`config.mk`:
```
export PLATFORM = sky130hd
export DESIGN_NAME = alu_arbiter
export DESIGN_NICKNAME = d
export VERILOG_FILES = /design/src/rtl/alu_arbiter.sv
export SDC_FILE = /design/constraint.sdc
export NUM_CORES = 1
export LEC_CHECK = 0
export ABC_AREA = 1
export CORE_ASPECT_RATIO = 0.75
export CORE_MARGIN = 3
export CORE_UTILIZATION = 25
export DETAILED_ROUTE_END_ITERATION = 8
export GPL_ROUTABILITY_DRIVEN = 0
export SYNTH_ARGS = -nofsm -noshare
export SYNTH_HDL_FRONTEND = slang
export SYNTH_SLANG_ARGS = --single-unit
```
`constraint.sdc`:
```
create_clock -name clk -period 2.4 [get_ports clk]
set_input_delay 0.36 -clock clk [delete_from_list [all_inputs] [get_ports clk]]
set_output_delay 0.36 -clock clk [all_outputs]
set_load 0.05 [all_outputs]
```
`src/rtl/alu_arbiter.sv`:
```
// alu_arbiter: round-robin scheduler sharing one ALU among NUM_REQ requesters.
// Latches the winner's opcode/operands, pulses alu_start, waits for alu_done
// (bounded by a TIMEOUT watchdog) and returns the result to the originator.
// Ports:
//   clk, reset_n            clock, async active-low reset
//   req/req_opcode/req_a/b  per-requester request level and packed payload
//   gnt                     one-hot pulse, operands taken
//   resp_valid/data/err     one-hot response pulse with result and error flag
//   busy                    high whenever not IDLE
//   alu_start/opcode/a/b    ALU command outputs (held until next latch)
//   alu_done/alu_result     ALU completion level and result
module alu_arbiter #(
  parameter int unsigned NUM_REQ = 4,
  parameter int unsigned WIDTH   = 8,
  parameter int unsigned TIMEOUT = 64
) (
  input  logic                     clk,
  input  logic                     reset_n,
  input  logic [NUM_REQ-1:0]       req,
  input  logic [3*NUM_REQ-1:0]     req_opcode,
  input  logic [WIDTH*NUM_REQ-1:0] req_a,
  input  logic [WIDTH*NUM_REQ-1:0] req_b,
  output logic [NUM_REQ-1:0]       gnt,
  output logic [NUM_REQ-1:0]       resp_valid,
  output logic [2*WIDTH-1:0]       resp_data,
  output logic                     resp_err,
  output logic                     busy,
  output logic                     alu_start,
  output logic [2:0]               alu_opcode,
  output logic [WIDTH-1:0]         alu_a,
  output logic [WIDTH-1:0]         alu_b,
  input  logic                     alu_done,
  input  logic [2*WIDTH-1:0]       alu_result
);

  localparam int unsigned IDX_W = (NUM_REQ > 1) ? $clog2(NUM_REQ) : 1;
  localparam int unsigned TMR_W = $clog2(TIMEOUT);
  localparam int unsigned RES_W = 2 * WIDTH;
  localparam logic [2:0]  OP_ILLEGAL = 3'b111;

  typedef enum logic [1:0] {ST_IDLE, ST_ISSUE, ST_WAIT, ST_RESP} state_e;

  state_e               state_q, state_d;
  logic [IDX_W-1:0]     ptr_q, ptr_d;
  logic [IDX_W-1:0]     idx_q, idx_d;
  logic [TMR_W-1:0]     timer_q, timer_d;
  logic [NUM_REQ-1:0]   gnt_q, gnt_d;
  logic [NUM_REQ-1:0]   resp_valid_q, resp_valid_d;
  logic [RES_W-1:0]     resp_data_q, resp_data_d;
  logic                 resp_err_q, resp_err_d;
  logic                 busy_q, busy_d;
  logic                 alu_start_q, alu_start_d;
  logic [2:0]           alu_opcode_q, alu_opcode_d;
  logic [WIDTH-1:0]     alu_a_q, alu_a_d;
  logic [WIDTH-1:0]     alu_b_q, alu_b_d;

  logic [2:0]           opc_arr [NUM_REQ];
  logic [WIDTH-1:0]     a_arr   [NUM_REQ];
  logic [WIDTH-1:0]     b_arr   [NUM_REQ];
  logic                 sel_valid;
  logic [IDX_W-1:0]     sel_idx;
  logic [IDX_W-1:0]     cand;

  // Unpack the per-requester payload slices.
  for (genvar g = 0; g < NUM_REQ; g++) begin : g_unpack
    assign opc_arr[g] = req_opcode[3*g +: 3];
    assign a_arr[g]   = req_a[WIDTH*g +: WIDTH];
    assign b_arr[g]   = req_b[WIDTH*g +: WIDTH];
  end

  // Round-robin pick: first requester at or after ptr, wrapping.
  always_comb begin
    sel_valid = 1'b0;
    sel_idx   = '0;
    cand      = '0;
    for (int k = 0; k < NUM_REQ; k++) begin
      cand = IDX_W'((32'(ptr_q) + 32'(k)) % 32'(NUM_REQ));
      if (!sel_valid && req[cand]) begin
        sel_valid = 1'b1;
        sel_idx   = cand;
      end
    end
  end

  // Next-state and registered-output logic.
  always_comb begin
    state_d      = state_q;
    ptr_d        = ptr_q;
    idx_d        = idx_q;
    timer_d      = timer_q;
    gnt_d        = '0;
    resp_valid_d = '0;
    alu_start_d  = 1'b0;
    resp_data_d  = resp_data_q;
    resp_err_d   = resp_err_q;
    alu_opcode_d = alu_opcode_q;
    alu_a_d      = alu_a_q;
    alu_b_d      = alu_b_q;

    case (state_q)
      ST_IDLE: begin
        if (sel_valid) begin
          idx_d        = sel_idx;
          alu_opcode_d = opc_arr[sel_idx];
          alu_a_d      = a_arr[sel_idx];
          alu_b_d      = b_arr[sel_idx];
          // gnt/alu_start are registered so they appear during ISSUE.
          gnt_d        = NUM_REQ'(1) << sel_idx;
          alu_start_d  = (opc_arr[sel_idx] != OP_ILLEGAL);
          state_d      = ST_ISSUE;
        end
      end
      ST_ISSUE: begin
        if (alu_opcode_q == OP_ILLEGAL) begin
          resp_err_d   = 1'b1;
          resp_data_d  = '0;
          resp_valid_d = NUM_REQ'(1) << idx_q;
          state_d      = ST_RESP;
        end else begin
          timer_d = '0;
          state_d = ST_WAIT;
        end
      end
      ST_WAIT: begin
        // First WAIT cycle ignores done: it is left over from the last op.
        if ((timer_q != '0) && alu_done) begin
          resp_err_d   = 1'b0;
          resp_data_d  = alu_result;
          resp_valid_d = NUM_REQ'(1) << idx_q;
          state_d      = ST_RESP;
        end else if (timer_q == TMR_W'(TIMEOUT - 1)) begin
          resp_err_d   = 1'b1;
          resp_data_d  = '0;
          resp_valid_d = NUM_REQ'(1) << idx_q;
          state_d      = ST_RESP;
        end else begin
          timer_d = timer_q + TMR_W'(1);
        end
      end
      ST_RESP: begin
        ptr_d   = (idx_q == IDX_W'(NUM_REQ - 1)) ? '0 : idx_q + IDX_W'(1);
        state_d = ST_IDLE;
      end
      default: state_d = ST_IDLE;
    endcase

    busy_d = (state_d != ST_IDLE);
  end

  // State and output registers.
  always_ff @(posedge clk or negedge reset_n) begin
    if (!reset_n) begin
      state_q      <= ST_IDLE;
      ptr_q        <= '0;
      idx_q        <= '0;
      timer_q      <= '0;
      gnt_q        <= '0;
      resp_valid_q <= '0;
      resp_data_q  <= '0;
      resp_err_q   <= 1'b0;
      busy_q       <= 1'b0;
      alu_start_q  <= 1'b0;
      alu_opcode_q <= '0;
      alu_a_q      <= '0;
      alu_b_q      <= '0;
    end else begin
      state_q      <= state_d;
      ptr_q        <= ptr_d;
      idx_q        <= idx_d;
      timer_q      <= timer_d;
      gnt_q        <= gnt_d;
      resp_valid_q <= resp_valid_d;
      resp_data_q  <= resp_data_d;
      resp_err_q   <= resp_err_d;
      busy_q       <= busy_d;
      alu_start_q  <= alu_start_d;
      alu_opcode_q <= alu_opcode_d;
      alu_a_q      <= alu_a_d;
      alu_b_q      <= alu_b_d;
    end
  end

  assign gnt        = gnt_q;
  assign resp_valid = resp_valid_q;
  assign resp_data  = resp_data_q;
  assign resp_err   = resp_err_q;
  assign busy       = busy_q;
  assign alu_start  = alu_start_q;
  assign alu_opcode = alu_opcode_q;
  assign alu_a      = alu_a_q;
  assign alu_b      = alu_b_q;

endmodule

```
; After elaboration in Yosys (flattened, before gate mapping)
; Index checks and enable logic that the tools add are counted.
[word_totals]
reg_bits = 58
input_bits = 99
out_inout_bits = 46
[op_classes]
add_sub_neg = 5
order_cmp = 5
eq_ne = 12
shifts = 2
muxes = 51
n_bitwise = 1
reduce_logical = 14
[ops]
columns = operator, count
row1 = 16-bit two-way mux, 3
row2 = 8-bit binary-select mux with 2-bit select, 2
row3 = 8-bit two-way mux, 4
row4 = 16-bit case mux with 2 select lines, 1
row5 = 4-bit two-way mux, 5
row6 = 6-bit two-way mux, 3
row7 = 2-bit two-way mux, 8
row8 = 1-bit two-way mux, 14
row9 = "2-bit by 3-bit < comparator with 1-bit output, second input constant", 4
row10 = 6-bit case mux with 2 select lines, 1
row11 = 1-bit binary-select mux with 2-bit select, 4
row12 = "2-bit inequality test, second input constant", 4
row13 = 2-bit case mux with 4 select lines, 1
row14 = 4-bit case mux with 2 select lines, 1
row15 = "1-bit by 2-bit << shifter with 4-bit output, first input constant", 2
row16 = "6-bit by 1-bit adder with 6-bit output, second input constant", 1
row17 = 3-bit binary-select mux with 2-bit select, 1
row18 = "2-bit equality test, second input constant", 3
row19 = "6-bit equality test, second input constant", 1
row20 = 3-bit two-way mux, 2
row21 = "3-bit inequality test, second input constant", 2
row22 = 6-bit nonzero test, 1
row23 = "2-bit by 1-bit adder with 2-bit output, second input constant", 2
row24 = "2-bit adder, second input constant", 2
row25 = other kinds (12), 18

; Longest topological paths before layout
[depth]
ltp_word = 19
mapped_depth = 18
mapped_depth_nobuf = 16

; Worst setup path before layout
; Ideal clock, no wire load.
[synth_path]
kind = register to register
start = reg ptr_q[0]
end = reg alu_a_q[1] (netlist: alu_a[1])
arrival_time_ns = 1.699
t_required_ns = 2.270
slack_ns = 0.570
path_stages_with_launch = 15
path_cell_list = dfrtp_1 > buf_6 > inv_8 > nand2_2 > nand2_4 > nand2_2 > nand2_1 > nand2_2 > nand3_2 > nand3_4 > buf_8 > buf_6 > or2_0 > o211ai_1 > nand3_1
[synth_via]
elab_chain_len = 16
word_cells_on_any_way = 30
classes_between = add/sub (3) / mux (19) / bitwise (1) / reduce/logical (7)
[synth_lines]
columns = element, line
row1 = start: declaration, 44  ; logic [IDX_W-1:0] ptr_q, ptr_d;
row2 = start signal: assignment, 168  ; ptr_q <= ptr_d;
row3 = "parallel branches: the longest is 16 deep, another holds 2-bit by 1-bit adder with 2-bit output", n/a
row4 = end signal: assignment, 178  ; alu_a_q <= alu_a_d;
row5 = end: declaration, 54  ; logic [WIDTH-1:0] alu_a_q, alu_a_d;
; Parallel ways; which one is timed is not known. The select of a mux whose other input is x is not followed.
; A chain may end at the register's enable or synchronous reset.

; Worst setup path after layout
[layout_path]
start = reg ptr_q[0]
end = reg alu_b_q[6] (netlist: alu_b[6])
[layout_via]
elab_chain_len = 16
word_cells_on_any_way = 30
classes_between = add/sub (3) / mux (19) / bitwise (1) / reduce/logical (7)
[layout_lines]
columns = element, line
row1 = "parallel branches: the longest is 16 deep, another holds 2-bit by 1-bit adder with 2-bit output", n/a
row2 = end signal: assignment, 179  ; alu_b_q <= alu_b_d;
row3 = end: declaration, 55  ; logic [WIDTH-1:0] alu_b_q, alu_b_d;
; Parallel ways; which one is timed is not known. The select of a mux whose other input is x is not followed.

==> results by stage <==
Logic synthesis:
- In this run, synthesis inferred 0 flip-flops with an integrated enable.
- The share of synthesized area in the top cell type comes to 0.417.
- Counting every net in the synthesized netlist gives 538.
- The cell taking the most area after synthesis is dfrtp_1.
- The Yosys step of the flow raised 0 warnings.
- A synthesized cell averages 8.11 um^2.
- Of the total synthesized cell area, the portion taken by AND, OR, NAND and NOR gates is 0.320.
- The synthesized design contains 58 register bits.
- Synthesis handed over a netlist of 429 instances.
- Of the total synthesized cell area, the portion taken by full adders, half adders and majority gates is 0.0359.
- After synthesis, the netlist uses 40 different library cells.
- The most used standard cell by instance count after synthesis is nand2_1.
- In the synthesized netlist, the cells that appear most often are nand2_1, dfrtp_1, inv_1.
- The synthesized-area fraction occupied by ao, oa, aoi and oai cells is 0.119.
- The area of the mapped netlist is 0.00348 mm^2.
- After synthesis, the cell types taking the most area are dfrtp_1, nand2_1, inv_1.
- The dominant combinational cell family by area after synthesis is simple AND/OR/NAND/NOR gates.
- The dominant register cell in the synthesized netlist is dfrtp_1.
- Measured against the total synthesized area, the mux share comes to 0.
- The xor/xnor share of the synthesized area is 0.00252.
- The part of the Yosys area used for sequential elements is 0.417.
- After synthesis, the share of flip-flops with an asynchronous set or reset is 1.00.

Critical path:
- In this run the register-to-register setup slack is 330 ps.
- The type of destination of the critical path is a flip-flop.
- The critical path ends at alu_b[6]$_DFFE_PN0P_.
- The number of cells on the critical path is 11.
- The family with the most delay on the worst path is simple AND/OR/NAND/NOR gates.
- The critical path buffer and inverter count is 3.
- The critical path's largest stage delay is 500 ps.
- STA puts the critical path data required time at 2600 ps.
- The critical path startpoint is ptr_q[0]$_DFFE_PN0N_.
- The worst setup path is of the reg -> reg kind.
- The slowest stage of the critical path is the dfrtp_2 cell.
- The highest fanout seen on the critical path is 22.
- The path depth of the worst reg2reg path is 11.
- In this run the critical register-to-register path is captured at alu_b[6]$_DFFE_PN0P_.
- STA puts the critical path data arrival time at 2270 ps.
- The startpoint type of the worst setup path is a flip-flop.
- The worst reg2reg path startpoint is ptr_q[0]$_DFFE_PN0N_.
- The critical path goes through inv_8 -> nand2_2 -> nand3_1 -> nand2_2 -> nor2_4 -> nand3_4 -> nand3_4 -> inv_2 -> buf_12 -> o211ai_1 -> nand3_1.

Timing:
- The worst-case clock skew is 4.04 ps.
- The max-slew violation count came to 0.
- The number of endpoints with negative hold slack in the final report is 0.
- Of the available clock period, the critical path in the final layout requires 0.864.
- Summed over all failing endpoints, the final setup total negative slack is 0 ps.
- Headroom to the max-slew limit came out at 0.610.
- The transition at the pin with the smallest max-transition slack is 584 ps.
- Based on the critical path, the design can be clocked at up to 0.483 GHz.
- Setup repair after global routing left no endpoint under its margin.
- Subtracting the final worst setup slack from the clock period gives 2070 ps.
- Setup violations remaining at the end of the flow were counted as 0.

Floorplanning:
- From bottom edge to top edge, the die measures 108 um.
- The number of ports placed on the die boundary is 145.
- The starting density of the core is 0.262.
- The floorplan step set the die width to 142 um.
- The core region is 0.0133 mm^2.
- Row generation in the floorplan step produced 36 rows.
- The die covers 0.0154 mm^2.

Clock network:
- For the worst-skew pair, the clock arrives at the later sink with an insertion delay of 320 ps.
- The H-tree was split into 3 levels.
- After clock tree synthesis, the clock-pin slew on the worst setup and hold paths is 50 ps.
- In this run the post-CTS setup repair buffer count came out at 0.
- TritonCTS built the clock tree.
- The number of clock buffers added by TritonCTS is 9.
- The maximum clock insertion buffer count is 2.
- In this run, post-CTS hold repair placed 0 buffers.
- The count of clock tree sinks is 58.
- Once the clock tree was built, the resizer swapped 0 gates to a different size.
- The master cell of the clock root buffer is clkbuf_16.

Outcome:
- The run finished with clean final reports.

Pwr:
- The design draws 8.67 mW.
- IR analysis of the VDD net gives a maximum drop of 0.500 mV.
- The power density of the placed cells is 1600 mW/mm^2.
- Summed over all cells, the static leakage comes to 2.55 nW.

Layout:
- The number of inserted diodes is 0.
- The layout overhead on the synthesized area is 56.0%.
- In the final layout, the share of cells above drive strength 1 is 0.127.
- Measured on the finished design, the core utilization comes to 0.409.
- The number of cells in the finished layout apart from fillers is 755.
- After routing the design area is 0.00543 mm^2.
- The net count of the finished layout is 688.

Worst hold path:
- The min-delay analysis places its worst path in the category in -> async.

Place:
- The placed wire-length estimate after detailed placement is 8000 um.
- The count of buffers added on input and output ports is 144.
- Summing all placed instances gives a cell area of 0.00514 mm^2.
- After detailed placement, the design holds a cell count of 739.

GRT:
- The global router's overall resource usage is 0.135.
- After global routing the overflow that remains totals 0.
- The via count of the first global-routing pass came to 3453.
- The initial antenna violation count is 0.
- The global-route wire length before repair is 16700 um.
- Entering global routing, the biggest net connects 36 pins.

Routing:
- The number of DRC violations after detailed-routing iteration 0 is 180.
- The total iterations of the first detailed-routing run is 4.
- The sum of routed wire length over all layers is 10200 um.
- After detailed routing, the average wire length per cell comes to 13.5 um.
- The via count of the routed design is 3365.
- In this run the remaining antenna-violating nets after routing total 0.
- The detail-routed via count per cell is 4.46.
- The DRC violation count after routing is 0.

Run:
- The tool flagged a number of max-cap violations equal to 0.
==> registers in the layout, summed over array words and instances (netlist names) <==
register,flops
alu_a,8
alu_b,8
alu_opcode,3
alu_start,1
busy,1
gnt,4
idx_q,2
ptr_q,2
resp_data,16
resp_err,1
resp_valid,4
state_q,2
timer_q,6
==> routing by layer <==
metal | track usage | part of all wire | up-vias
met5 | 0 | 0 | -
met1 | 0.175 | 0.46 | 1562
met2 | 0.217 | 0.47 | 106
met4 | 0.0315 | 0.0066 | 0
li1 | - | - | 1691
met3 | 0.0469 | 0.064 | 6
==> worst register-to-register path, delay by kind of cell, from the launching register on <==
kind,cells,cell delay [ps]
AND/OR/NAND/NOR,7,810
flip-flops,1,500
AO/OA/AOI/OAI,1,190
buffers and inverters,3,430
==> how the worst min path moves through the flow <==
stage / to / cells after the start / from / slack [ps]
finish: resp_valid[2]$_DFF_PN0_ / 1 / reset_n / 40
CTS: resp_valid[2]$_DFF_PN0_ / 1 / reset_n / 50
floorplan: alu_a[0]$_DFFE_PN0P_ / 0 / reset_n / 60
detailed placement: resp_valid[0]$_DFF_PN0_ / 1 / reset_n / 400
global route: resp_valid[0]$_DFF_PN0_ / 1 / reset_n / 70
global placement: resp_valid[0]$_DFF_PN0_ / 1 / reset_n / 380
==> report_power, final <==
| part | internal [mW] | switching [mW] | leakage [nW] | total (mW) |
|---|---|---|---|---|
| Combinational | 2.05 | 3.68 | 1.66 | 5.72 |
| Sequential | 1.43 | 0.325 | 0.744 | 1.76 |
| Clock | 0.779 | 0.415 | 0.143 | 1.19 |
==> through the flow <==
step | hold slack [ps] | setup slack (ps)
2_1_floorplan | 64.4 | 570
3_3_place_gp | 384 | 101
3_5_place_dp | 396 | 36.8
4_1_cts | 47.1 | 181
5_1_grt | 67.7 | 51.3
6_report | 37.3 | 328
==> placed cells by master (no fill, tap or decap), types with 3 or more instances in the layout <==
cell,n
inv_1,55
clkdlybuf4s50_1,143
clkbuf_8,3
o211ai_1,19
nor2_1,15
nand3_1,38
inv_2,5
nand4_1,10
buf_4,7
o21ai_0,11
a21oi_1,3
buf_12,4
o211ai_2,3
dfrtp_1,57
clkbuf_16,9
nor3_1,3
nand2_4,4
ha_1,10
or2_0,9
nand2_2,13
a22o_1,16
nand2_1,108
or2_2,14
==> logic make-up after synthesis <==
group           count (synthesis)
fa+ha+maj                      10
compound gates                 56
xor+xnor                        1
simple gates                  225
flops                          58
buf+inv                        79
==> cell type report <==
class                   count  area, um^2
clock buffers              14         274
clock inverters             2        10.0
fillers                  1282        7860
inverters                  63         246
multi-input cells         292        1660
flip-flops and latches     58        1450
well taps                 171         214
repair buffers            155        1570
Power figures use the tool's default switching activity.
